## src/rtl/bc_pkg.sv

```systemverilog
// Shared Basic Computer definitions: memory geometry, arbiter owner state
// and the read-return tag used by mem_port_arbiter.
package bc_pkg;

  localparam int BC_AW = 12;
  localparam int BC_DW = 16;

  localparam logic PORT_CPU = 1'b0;
  localparam logic PORT_DMA = 1'b1;

  typedef enum logic [1:0] {
    IDLE = 2'd0,
    CPU  = 2'd1,
    DMA  = 2'd2
  } owner_t;

  typedef struct packed {
    logic valid;
    logic port;
  } rd_tag_t;

endpackage

```

## src/rtl/mem_port_arbiter.sv

```systemverilog
// Shares the single-port main memory between the CPU datapath and the DMA
// loader: CPU priority with a bounded CPU run, DMA burst lock, 1-cycle reads.
module mem_port_arbiter
  import bc_pkg::*;
#(
  parameter int AW          = BC_AW,
  parameter int DW          = BC_DW,
  parameter int MAX_CPU_RUN = 4
) (
  input  logic          clk,
  input  logic          reset,
  input  logic          cpu_req,
  input  logic          cpu_we,
  input  logic [AW-1:0] cpu_addr,
  input  logic [DW-1:0] cpu_wdata,
  output logic          cpu_gnt,
  output logic          cpu_stall,
  output logic          cpu_rvalid,
  input  logic          dma_req,
  input  logic          dma_we,
  input  logic [AW-1:0] dma_addr,
  input  logic [DW-1:0] dma_wdata,
  input  logic          dma_lock,
  output logic          dma_gnt,
  output logic          dma_rvalid,
  output logic [DW-1:0] rdata,
  output logic          mem_en,
  output logic          mem_we,
  output logic [AW-1:0] mem_addr,
  output logic [DW-1:0] mem_wdata,
  input  logic [DW-1:0] mem_rdata
);

  localparam logic [3:0] MAX_RUN = 4'(MAX_CPU_RUN);

  owner_t     owner_q, owner_d;
  logic [3:0] run_cnt_q, run_cnt_d;
  rd_tag_t    tag_q, tag_d;

  // Grant decision in priority order, plus memory mux and read return.
  always_comb begin
    cpu_gnt    = 1'b0;
    dma_gnt    = 1'b0;
    mem_we     = 1'b0;
    mem_addr   = {AW{1'b0}};
    mem_wdata  = {DW{1'b0}};
    cpu_rvalid = 1'b0;
    dma_rvalid = 1'b0;
    rdata      = {DW{1'b0}};
    if (reset) begin
      cpu_gnt = 1'b0;
      dma_gnt = 1'b0;
    end else if (owner_q == DMA && dma_lock && dma_req) begin
      dma_gnt = 1'b1;
    end else if (cpu_req && dma_req) begin
      if (run_cnt_q == MAX_RUN) dma_gnt = 1'b1;
      else                      cpu_gnt = 1'b1;
    end else if (cpu_req) begin
      cpu_gnt = 1'b1;
    end else if (dma_req) begin
      dma_gnt = 1'b1;
    end else begin
      cpu_gnt = 1'b0;
      dma_gnt = 1'b0;
    end

    if (cpu_gnt) begin
      mem_we    = cpu_we;
      mem_addr  = cpu_addr;
      mem_wdata = cpu_wdata;
    end else if (dma_gnt) begin
      mem_we    = dma_we;
      mem_addr  = dma_addr;
      mem_wdata = dma_wdata;
    end else begin
      mem_we    = 1'b0;
    end

    // A reset arriving while a read is in flight swallows its return.
    if (!reset && tag_q.valid) begin
      rdata      = mem_rdata;
      cpu_rvalid = (tag_q.port == PORT_CPU);
      dma_rvalid = (tag_q.port == PORT_DMA);
    end else begin
      rdata      = {DW{1'b0}};
    end
  end

  assign mem_en    = cpu_gnt | dma_gnt;
  assign cpu_stall = cpu_req & ~cpu_gnt & ~reset;

  // Next owner, CPU run counter and read tag.
  always_comb begin
    owner_d   = IDLE;
    run_cnt_d = run_cnt_q;
    tag_d     = '{valid: 1'b0, port: PORT_CPU};
    if (cpu_gnt)      owner_d = CPU;
    else if (dma_gnt) owner_d = DMA;
    else              owner_d = IDLE;

    if (dma_gnt || !dma_req)                  run_cnt_d = 4'd0;
    else if (cpu_gnt && run_cnt_q != MAX_RUN) run_cnt_d = run_cnt_q + 4'd1;
    else                                      run_cnt_d = run_cnt_q;

    if (mem_en && !mem_we) tag_d = '{valid: 1'b1, port: dma_gnt ? PORT_DMA : PORT_CPU};
    else                   tag_d = '{valid: 1'b0, port: PORT_CPU};
  end

  // Arbiter state registers with synchronous reset.
  always_ff @(posedge clk) begin
    if (reset) begin
      owner_q   <= IDLE;
      run_cnt_q <= 4'd0;
      tag_q     <= '{valid: 1'b0, port: PORT_CPU};
    end else begin
      owner_q   <= owner_d;
      run_cnt_q <= run_cnt_d;
      tag_q     <= tag_d;
    end
  end

endmodule

```

## config.mk

```make
export PLATFORM = sky130hd
export DESIGN_NAME = mem_port_arbiter
export DESIGN_NICKNAME = d
export VERILOG_FILES = /design/src/rtl/bc_pkg.sv /design/src/rtl/mem_port_arbiter.sv
export SDC_FILE = /design/constraint.sdc
export NUM_CORES = 1
export LEC_CHECK = 0
export CORE_MARGIN = 1
export CORE_UTILIZATION = 22
export CTS_CLUSTER_DIAMETER = 50
export CTS_CLUSTER_SIZE = 24
export DETAILED_ROUTE_END_ITERATION = 12
export PLACE_DENSITY = 0.87
export RECOVER_POWER = 100
export SLEW_MARGIN = 20
export SYNTH_ARGS = -nofsm -noshare
export SYNTH_HDL_FRONTEND = slang
export SYNTH_SLANG_ARGS = --single-unit
```

## constraint.sdc

```tcl
create_clock -name clk -period 2.1 [get_ports clk]
set_input_delay 0.315 -clock clk [delete_from_list [all_inputs] [get_ports clk]]
set_output_delay 0.315 -clock clk [all_outputs]
set_load 0.01 [all_outputs]
```

# ---- Word-level counts from Yosys, hierarchy flattened
# Cells that the tools add are included.
dict set report totals {
  reg_bits 8
  inputBits 79
  latch_bits 0
  elab_cells 53
  ramBits 0
  mem_bits_ro 0
  output_inout_bits 51
  n_memories 0
}
dict set report classes {
  addsub 1
  n_eq_ne 3
  shifts 0
  mux 24
  multipliers 0
  n_div 0
  magnitude_cmp 0
  bitwise_logic 7
  reduce_logical 13
}
# operator count
set ops {}
lappend ops {{$mux W16} 3}
lappend ops {{$mux W12} 2}
lappend ops {{$mux W1} 17}
lappend ops {{$logic_and A1 B1 Y1} 6}
lappend ops {{$reduce_or A2 Y1} 3}
lappend ops {{$add A4 B1 Y4 const B} 1}
lappend ops {{$eq A4 B3 Y1 const B} 1}
lappend ops {{$mux W2} 2}
lappend ops {{$ne A4 B3 Y1 const B} 1}
lappend ops {{$not A1 Y1} 4}
lappend ops {{$logic_not A1 Y1} 3}
lappend ops {{$and A1 B1 Y1} 2}
lappend ops {{$eq A2 B2 Y1 const B} 1}
lappend ops {{$logic_or A1 B1 Y1} 1}
lappend ops {{$or A1 B1 Y1} 1}

# ---- Logic depth before layout (Yosys ltp)
# Gate-level depths: netlist (run 1).
dict set report depth {
  depth_word 11
  mapped_depth 6
  depth_no_buf 5
}

# ---- Worst setup path after synthesis (run 1)
# No wires, ideal clock.
dict set report synth_path {
  kind {flip-flop to output port}
  start {reg run_cnt_q[0]}
  end {out cpu_stall}
  path_buffers 1
  path_slack_ns 0.352
  required_time_ns 1.785
  path_stages_with_launch 7
  arrival_time_ns 1.433
  cell_sequence {dfxtp_1 -> inv_1 -> ha_1 -> nand3b_4 -> a311oi_4 -> buf_6 -> and2_1}
}
dict set report synth_between {
  elab_chain_len 8
}
# item line
set synth_lines {}
lappend synth_lines {{from (decl)} mem_port_arbiter.sv:37} ;# logic [3:0] run_cnt_q, run_cnt_d;
lappend synth_lines {{from (signal assigned)} mem_port_arbiter.sv:117} ;# run_cnt_q <= run_cnt_d;
lappend synth_lines {{$eq A4 B3 Y1} mem_port_arbiter.sv:56} ;# if (run_cnt_q == MAX_RUN) dma_gnt = 1'b1;
lappend synth_lines {{$mux W1} mem_port_arbiter.sv:56}
lappend synth_lines {{$mux W1} mem_port_arbiter.sv:55} ;# end else if (cpu_req && dma_req) begin
lappend synth_lines {{$mux W1} mem_port_arbiter.sv:53} ;# end else if (owner_q == DMA && dma_lock && dma_req) begin
lappend synth_lines {{$mux W1} mem_port_arbiter.sv:50} ;# if (reset) begin
lappend synth_lines {{$not A1 Y1} mem_port_arbiter.sv:90} ;# assign cpu_stall = cpu_req & ~cpu_gnt & ~reset;
lappend synth_lines {{$and A1 B1 Y1 (2 in a row)} mem_port_arbiter.sv:90}
lappend synth_lines {{to (decl)} mem_port_arbiter.sv:17} ;# output logic cpu_stall,
# Every way passes these cells.

# ---- Worst setup path in the final report (run 1)
dict set report layout_path {
  start {reg run_cnt_q[1]}
  end {out mem_addr[3]}
}
dict set report layout_between {
  elab_chain_len 7
  word_cells_on_any_way 11
  cone_classes {eq/ne (1); mux (10)}
}
# item line
set layout_lines {}
lappend layout_lines {{$eq A4 B3 Y1 (*)} mem_port_arbiter.sv:56}
lappend layout_lines {{$mux W1} mem_port_arbiter.sv:56}
lappend layout_lines {{$mux W1} mem_port_arbiter.sv:55}
lappend layout_lines {{$mux W1} mem_port_arbiter.sv:53}
lappend layout_lines {{$mux W1} mem_port_arbiter.sv:50}
lappend layout_lines {{$mux W12} mem_port_arbiter.sv:71} ;# end else if (dma_gnt) begin
lappend layout_lines {{$mux W12 (*)} mem_port_arbiter.sv:67} ;# if (cpu_gnt) begin
lappend layout_lines {{to (decl)} mem_port_arbiter.sv:29} ;# output logic [AW-1:0] mem_addr,
# Mark *: on every way between the ends. The rest lies on a longest branch, timed or not.

==> metrics, run 1 <==
crit share post-route=0.992; number of cell instances on the worst register-to-register path=9; worst slew margin relative to its limit=0.851; actual transition at the worst max-transition pin=0.222 ns; kind of end point of the critical path=output port; clock insertion delay at the later pin of the skew report=0.22 ns; total congestion overflow=0; critical register-to-register path endpoint=tag_q[0]$_SDFF_PP0_; synthesis-stage register bit count=8; number of top-level pins=between 100 and 150; synth warn=0; depth of the CTS H-tree=1; fmax=slightly below 500 MHz; Clock Sinks=8; number of unique standard cell types used by synthesis=20; RD Place Congestion=0.805; total number of nets in the final design=324; worst-case clock buffer depth=2; initial core utilization=0.235; unrepaired setup endpoints after global routing=yes; final setup margin=0.0177 ns; number of global-route vias before repair=1257; endpoints failing hold=0; pins over their slew limit=0; hold worst-path end=run_cnt_q[3]$_SDFFE_PP0P_; Diodes inserted=0; number of maximum-capacitance violations=0; critical path class=reg2out; status=finished, final reports clean; HPWL after detailed placement=around 2.9 mm; Antenna Violating Nets Remaining=0; total nets after synthesis=between 150 and 200; power per standard cell area=roughly 300 nW/um2; Worst Min Path Start=run_cnt_q[3]$_SDFFE_PP0P_; ratio of routed vias to standard cells=~4.6; CP required=1.78 ns; Core ar.=about 3400 um2; highest ir drop seen on vdd=0.000261 V; Multi-input gate area=594 um2; reg-to-reg critical path startpoint=run_cnt_q[1]$_SDFFE_PP0P_; first-pass GRT wire length=5.91 mm; flip-flop and latch area=163 um2; maximum number of pins on one net before global-route repair=17; sequential area share after synthesis=0.198; classification of the worst-slack hold path=reg2reg; CP Launch Type=flop; drt initial violations=22; total power draw=0.707 mW; min Tclk post-route=2.08 ns; number of hold buffers added after CTS=0; fraction of layout instances using a drive strength above 1=0.278; number of buffers inserted by port buffering=129; post-synthesis instance area=810 um2; post-detailed-routing wire length=3.84 mm; final worst clock skew=0.000466 ns; clock-pin slew reported for the worst setup and hold paths after clock tree synthesis=~0.040 ns; TritonRoute pass-1 iters=4; count of final setup violators=0; number of CTS-inserted buffers=3; Mapped Avg Cell Area=about 8.7 um2; setup slack, reg-to-reg=approximately 0.54 ns; number of cells produced by synthesis=93; drt drc=0; detail-routed net length per standard cell=13.4 um; via count=1331; number of stages on the worst hold path=2; Cell Rows=21; Die Height=62.7 um; leakage component of the power=about 1.1 nW; Die X-Extent=62.7 um; combined global-route utilization of all metal layers=0.191; clk root buf=sky130_fd_sc_hd__clkbuf_8; number of antenna violations at the first check in global routing=0; CTS tree=yes; setup slack at placement=-0.403 ns; arrival time of data at the critical path endpoint=roughly 1.8 ns; area of the die=between 3000 and 4000 um2; Syn-to-layout area delta=186%; Layout fillers=roughly 300; Worst Path Max Fanout=7
[registers in the layout, summed over array words and instances (netlist names)]
name / flops
run_cnt_q: 4
owner_q: 2
tag_q: 2
[metrics by stage]
| stage | instances | TNS, ns | utilization | instance area [um2] | hold WS, ns |
|---|---|---|---|---|---|
| 2_1_floorplan | 93 | 0 | - | 810 | 0.387 |
| 3_3_place_gp | 275 | -14.58 | 0.650 | 2240 | 0.498 |
| 3_5_place_dp | 275 | -15.56 | 0.650 | 2240 | 0.506 |
| 4_1_cts | 286 | 0 | 0.668 | 2300 | 0.523 |
| 5_1_grt | 287 | -0.567 | 0.674 | 2320 | 0.552 |
| 6_report | 287 | 0 | 0.674 | 2320 | 0.528 |
[cell type report]
type,instances,share of cell area
flip-flops and latches,8,0.0702
clock buffers,3,0.0178
well taps,46,0.0248
multi-input cells,71,0.256
repair buffers,152,0.620
inverters,7,0.0113
[where the power goes]
group	switching (mW)	internal, mW
Sequential	0.00230	0.158
Combinational	0.119	0.248
Clock	0.0559	0.124
[Yosys cell counts]
cell type / count / area (um2)
sky130_fd_sc_hd__a22o_1: 30 / 263
sky130_fd_sc_hd__a311oi_1: 1 / 8.76
sky130_fd_sc_hd__a311oi_4: 1 / 26.3
sky130_fd_sc_hd__and2_1: 19 / 119
sky130_fd_sc_hd__buf_2: 3 / 15.0
sky130_fd_sc_hd__buf_6: 3 / 33.8
sky130_fd_sc_hd__clkbuf_1: 1 / 3.75
sky130_fd_sc_hd__dfxtp_1: 8 / 160
sky130_fd_sc_hd__ha_1: 2 / 25.0
sky130_fd_sc_hd__inv_1: 7 / 26.3
sky130_fd_sc_hd__nand3_1: 1 / 5.00
sky130_fd_sc_hd__nand3b_1: 1 / 7.51
sky130_fd_sc_hd__nand3b_4: 1 / 20.0
sky130_fd_sc_hd__nand4_1: 1 / 6.26
sky130_fd_sc_hd__nand4b_1: 1 / 8.76
sky130_fd_sc_hd__nor2_1: 6 / 22.5
sky130_fd_sc_hd__nor2b_1: 3 / 18.8
sky130_fd_sc_hd__o2111a_1: 2 / 22.5
sky130_fd_sc_hd__xnor2_1: 1 / 8.76
sky130_fd_sc_hd__xor2_1: 1 / 8.76
[cells in the final DEF (no fill, tap or decap), types with 3 or more instances in the layout]
cell,instances
sky130_fd_sc_hd__dlygate4sd2_1,4
sky130_fd_sc_hd__clkdlybuf4s50_1,92
sky130_fd_sc_hd__buf_12,4
sky130_fd_sc_hd__a22o_1,30
sky130_fd_sc_hd__buf_6,3
sky130_fd_sc_hd__inv_1,4
sky130_fd_sc_hd__nor2_1,6
sky130_fd_sc_hd__and2_1,18
sky130_fd_sc_hd__buf_4,12
sky130_fd_sc_hd__buf_16,3
sky130_fd_sc_hd__dfxtp_1,6
sky130_fd_sc_hd__inv_2,3
sky130_fd_sc_hd__clkbuf_8,3
sky130_fd_sc_hd__buf_2,30
[kinds of logic after synthesis]
kind of cell	Yosys count	synth area share
AO/OA/AOI/OAI	34	0.396
AND/OR/NAND/NOR	33	0.257
XOR/XNOR	2	0.0216
flip-flops	8	0.198
adder cells (fa/ha/maj)	2	0.0309
buffers and inverters	14	0.0974
[layer usage]
layer / GRT usage / routed length, um / up-vias
met4: 0.0727 / 31 / 0
li1: - / - / 646
met2: 0.359 / 2070 / 79
met5: 0 / 0 / -
met1: 0.199 / 1390 / 602
met3: 0.0493 / 343 / 4
[repair_timing]
item,CTS,global route
setup buffers,5,1
cloned,3,0
endpoints found under the setup margin,50,22
resized for setup,143,7
pin swaps,5,2
[worst max-delay path by stage]
stage	slack [ns]	end	start	cells past startpoint
floorplan	0.35	cpu_stall	run_cnt_q[0]$_SDFFE_PP0P_	6
global placement	-0.39	mem_wdata[0]	dma_lock	6
detailed placement	-0.40	mem_wdata[13]	dma_lock	6
CTS	0.02	mem_addr[1]	run_cnt_q[1]$_SDFFE_PP0P_	9
global route	-0.07	mem_wdata[8]	run_cnt_q[1]$_SDFFE_PP0P_	9
finish	0.02	mem_addr[3]	run_cnt_q[1]$_SDFFE_PP0P_	9
[critical path, cell delays in order, from the launching register on]
cell and delay [ns]:
sky130_fd_sc_hd__dfxtp_2 0.32, sky130_fd_sc_hd__inv_2 0.06, sky130_fd_sc_hd__ha_4 0.13, sky130_fd_sc_hd__nand3b_4 0.09
sky130_fd_sc_hd__a311oi_4 0.27, sky130_fd_sc_hd__buf_6 0.18, sky130_fd_sc_hd__buf_16 0.13, sky130_fd_sc_hd__buf_8 0.12
sky130_fd_sc_hd__a22o_1 0.12, sky130_fd_sc_hd__buf_2 0.12
Note: power is estimated with default switching activity, not from simulation.
==> run 2: changes to the inputs <==
Settings changed: CTS_BUF_LIST from default to sky130_fd_sc_hd__clkbuf_4 sky130_fd_sc_hd__clkbuf_8 sky130_fd_sc_hd__clkbuf_16.
==> results of run 2 <==
Final layout, timing and power as in run 1 (identical DEF).
==> run 3: changes to the inputs <==
Settings changed: CORE_UTILIZATION 22 to 20, PLACE_DENSITY 0.87 to 0.84, RECOVER_POWER 100 to 25.
Clock period 2.1 ns to 1.75 ns, I/O delays scaled along.
==> metrics, run 3 (synthesized netlist as in run 1, its figures left out) <==
most flop-heavy register=run_cnt_q (unchanged); Cell Rows=22 (was 21); Worst Min Path Start=reset (was run_cnt_q[3]$_SDFFE_PP0P_); number of top-level pins=130 (unchanged); arrival time of data at the critical path endpoint=1.73 ns (was 1.77 ns); detail-routed net length per standard cell=13.5 um (was 13.4 um); power per standard cell area=365 nW/um2 (was 305 nW/um2); number of flip-flops under the largest register name=4 (unchanged); unrepaired setup endpoints after global routing=yes (unchanged); total number of nets in the final design=328 (was 324); CTS tree=yes (unchanged); min Tclk post-route=2.00 ns; Die Height=65.6 um (was 62.7 um); commonest non-fill, non-tap cells in the layout=75 x sky130_fd_sc_hd__clkdlybuf4s50_1, 30 x sky130_fd_sc_hd__a22o_1, 28 x sky130_fd_sc_hd__buf_2, 20 x sky130_fd_sc_hd__dlygate4sd2_1, 18 x sky130_fd_sc_hd__and2_1 (was 92 x sky130_fd_sc_hd__clkdlybuf4s50_1, 30 x sky130_fd_sc_hd__a22o_1, 30 x sky130_fd_sc_hd__buf_2, 18 x sky130_fd_sc_hd__and2_1, 12 x sky130_fd_sc_hd__buf_4); worst slew margin relative to its limit=0.812 (was 0.851); fmax=501 MHz; violated checks=setup timing; worst-case clock buffer depth=2 (unchanged); fraction of layout instances using a drive strength above 1=0.298 (was 0.278); combined global-route utilization of all metal layers=0.182 (was 0.191); number of cell instances on the worst register-to-register path=6 (was 9); Diodes inserted=0 (unchanged); critical path class=reg2out (unchanged); number of global-route vias before repair=1263 (was 1257); number of maximum-capacitance violations=0 (unchanged); chain of cells forming the critical path=inv_2 > ha_4 > nand3b_4 > a311oi_4 > buf_6 > buf_8 > a22o_1 > buf_2 (was inv_2 > ha_4 > nand3b_4 > a311oi_4 > buf_6 > buf_16 > buf_8 > a22o_1 > buf_2); classification of the worst-slack hold path=in2reg (was reg2reg); initial core utilization=0.215 (was 0.235); TritonRoute pass-1 iters=2 (was 4); number of CTS-inserted buffers=3 (unchanged); setup slack at placement=-0.654 ns (was -0.403 ns); kind of end point of the critical path=output port (unchanged); CP Launch Type=flop (unchanged); Die X-Extent=65.6 um (was 62.7 um); number of antenna violations at the first check in global routing=0 (unchanged); CP required=1.49 ns (was 1.78 ns); highest ir drop seen on vdd=0.000369 V (was 0.000261 V); maximum number of pins on one net before global-route repair=16 (was 17); Syn-to-layout area delta=191% (was 186%); clk root buf=sky130_fd_sc_hd__clkbuf_8 (unchanged); count of final setup violators=32 (was 0); number of buffers inserted by port buffering=129 (unchanged); ratio of routed vias to standard cells=4.57 (was 4.64); status=finished with violations (was finished, final reports clean); total power draw=0.860 mW (was 0.707 mW); leakage component of the power=1.13 nW (was 1.06 nW); largest registers=run_cnt_q (4), owner_q (2), tag_q (2) (unchanged); depth of the CTS H-tree=1 (unchanged); final worst clock skew=0.00210 ns (was 0.000466 ns); Layout Cell Area excl Fill=2360 um2 (was 2320 um2); worst setup path endpoint=mem_addr[10] (was mem_addr[3]); Core ar.=3770 um2 (was 3440 um2); endpoints failing hold=0 (unchanged); critical register-to-register path endpoint=tag_q[1]$_SDFF_PP0_ (was tag_q[0]$_SDFF_PP0_); post-detailed-routing wire length=3.95 mm (was 3.84 mm); maximum single-stage delay on the critical path=0.35 ns (was 0.32 ns); pins over their slew limit=0 (unchanged); reg-to-reg critical path startpoint=run_cnt_q[0]$_SDFFE_PP0P_ (was run_cnt_q[1]$_SDFFE_PP0P_); launching element of the worst setup path=run_cnt_q[0]$_SDFFE_PP0P_ (was run_cnt_q[1]$_SDFFE_PP0P_); drt initial violations=12 (was 22); drt drc=0 (unchanged); first-pass GRT wire length=5.97 mm (was 5.91 mm); HPWL after detailed placement=2.71 mm (was 2.86 mm); Layout fillers=336 (was 298); area of the die=4310 um2 (was 3930 um2); placed inst area=2240 um2 (about the same); Clock Sinks=8 (unchanged); setup slack, reg-to-reg=0.31 ns (was 0.54 ns); crit share post-route=1.14; actual transition at the worst max-transition pin=0.282 ns (was 0.222 ns); Antenna Violating Nets Remaining=0 (unchanged); via count=1340 (was 1331); RD Place Congestion=0.738 (was 0.805); cell with the largest stage delay on the worst path=sky130_fd_sc_hd__a311oi_4 (was sky130_fd_sc_hd__dfxtp_2); clock-pin slew reported for the worst setup and hold paths after clock tree synthesis=0.04 ns (about the same); clock insertion delay at the later pin of the skew report=0.23 ns (was 0.22 ns); leading cell type in the layout, fill and taps excluded=sky130_fd_sc_hd__clkdlybuf4s50_1 (unchanged); total congestion overflow=0 (unchanged); final setup margin=-0.246 ns (was 0.0177 ns); Worst Path Max Fanout=5 (was 7)
==> run 3: cell count changes in the layout (fill, tap and decap cells not counted), moves of 2 or more <==
| cell | previous run | this run |
|---|---|---|
| sky130_fd_sc_hd__buf_16 | 3 | 1 |
| sky130_fd_sc_hd__buf_6 | 3 | 10 |
| sky130_fd_sc_hd__buf_2 | 30 | 28 |
| sky130_fd_sc_hd__clkdlybuf4s50_1 | 92 | 75 |
| sky130_fd_sc_hd__dlygate4sd2_1 | 4 | 20 |
| sky130_fd_sc_hd__clkdlybuf4s15_1 | 0 | 2 |
| sky130_fd_sc_hd__dlymetal6s2s_1 | 2 | 0 |
| sky130_fd_sc_hd__clkbuf_16 | 0 | 3 |
==> run 3: final cells by class <==
type | count | area (um2) | area share
multi-input combinational | 71 | 594 | 0.252
inverter | 7 | 26.3 | 0.0111
clock buffer | 3 | 41.3 | 0.0175
tap | 48 | 60.1 | 0.0255
sequential | 8 | 163 | 0.0690
timing repair buffer | 156 | 1470 | 0.625
==> run 3: report_power, final <==
| group | total (mW) | leakage, nW | internal, mW | switching, mW |
|---|---|---|---|---|
| Combinational | 0.445 | 1.04 | 0.300 | 0.144 |
| Clock | 0.223 | 0.0216 | 0.149 | 0.0742 |
| Sequential | 0.192 | 0.0662 | 0.189 | 0.00293 |
| Total | 0.860 | 1.13 | 0.638 | 0.222 |
==> run 3: stage by stage <==
| stage | utilization | setup TNS [ns] | hold WS (ns) | cells |
|---|---|---|---|---|
| after floorplan | - | 0 | 0.335 | 93 |
| after global placement | 0.594 | -26.86 | 0.506 | 277 |
| after CTS | 0.628 | -7.95 | 0.491 | 293 |
| after global routing | 0.625 | -9.64 | 0.514 | 293 |
| after detailed placement | 0.594 | -27.76 | 0.509 | 277 |
| final | 0.625 | -7.04 | 0.494 | 293 |
==> run 3: layer usage <==
layer  GRT usage  wire length, um
met3      0.0382              365
met4      0.0734               55
met1       0.204             1540
met2       0.329             1990
met5           0                0
==> run 3: worst min path at each step <==
stage                     cells past startpoint  slack (ns)                        end
after floorplan                               1        0.33      owner_q[1]$_SDFF_PP0_
after global placement                        2        0.51  run_cnt_q[0]$_SDFFE_PP0P_
after detailed placement                      2        0.51  run_cnt_q[0]$_SDFFE_PP0P_
after CTS                                     2        0.49      owner_q[1]$_SDFF_PP0_
after global routing                          2        0.51      owner_q[1]$_SDFF_PP0_
final                                         2        0.49      owner_q[1]$_SDFF_PP0_
==> run 3: repair_timing <==
item / CTS / global route
hold buffers: 0 / 0
pin swaps: 4 / 11
endpoints found under the hold margin: 0 / 0
cloned: 6 / 2
resized for setup: 174 / 10
buffers inserted: 7 / 2
setup endpoints to repair: 51 / 34
==> run 3: worst max-delay path: cells and delay by family (launching register included) <==
family	cells	cell delay [ns]
buffers and inverters	4	0.48
AND/OR/NAND/NOR	1	0.09
AO/OA/AOI/OAI	2	0.48
flip-flops	1	0.31
adder cells (fa/ha/maj)	1	0.13
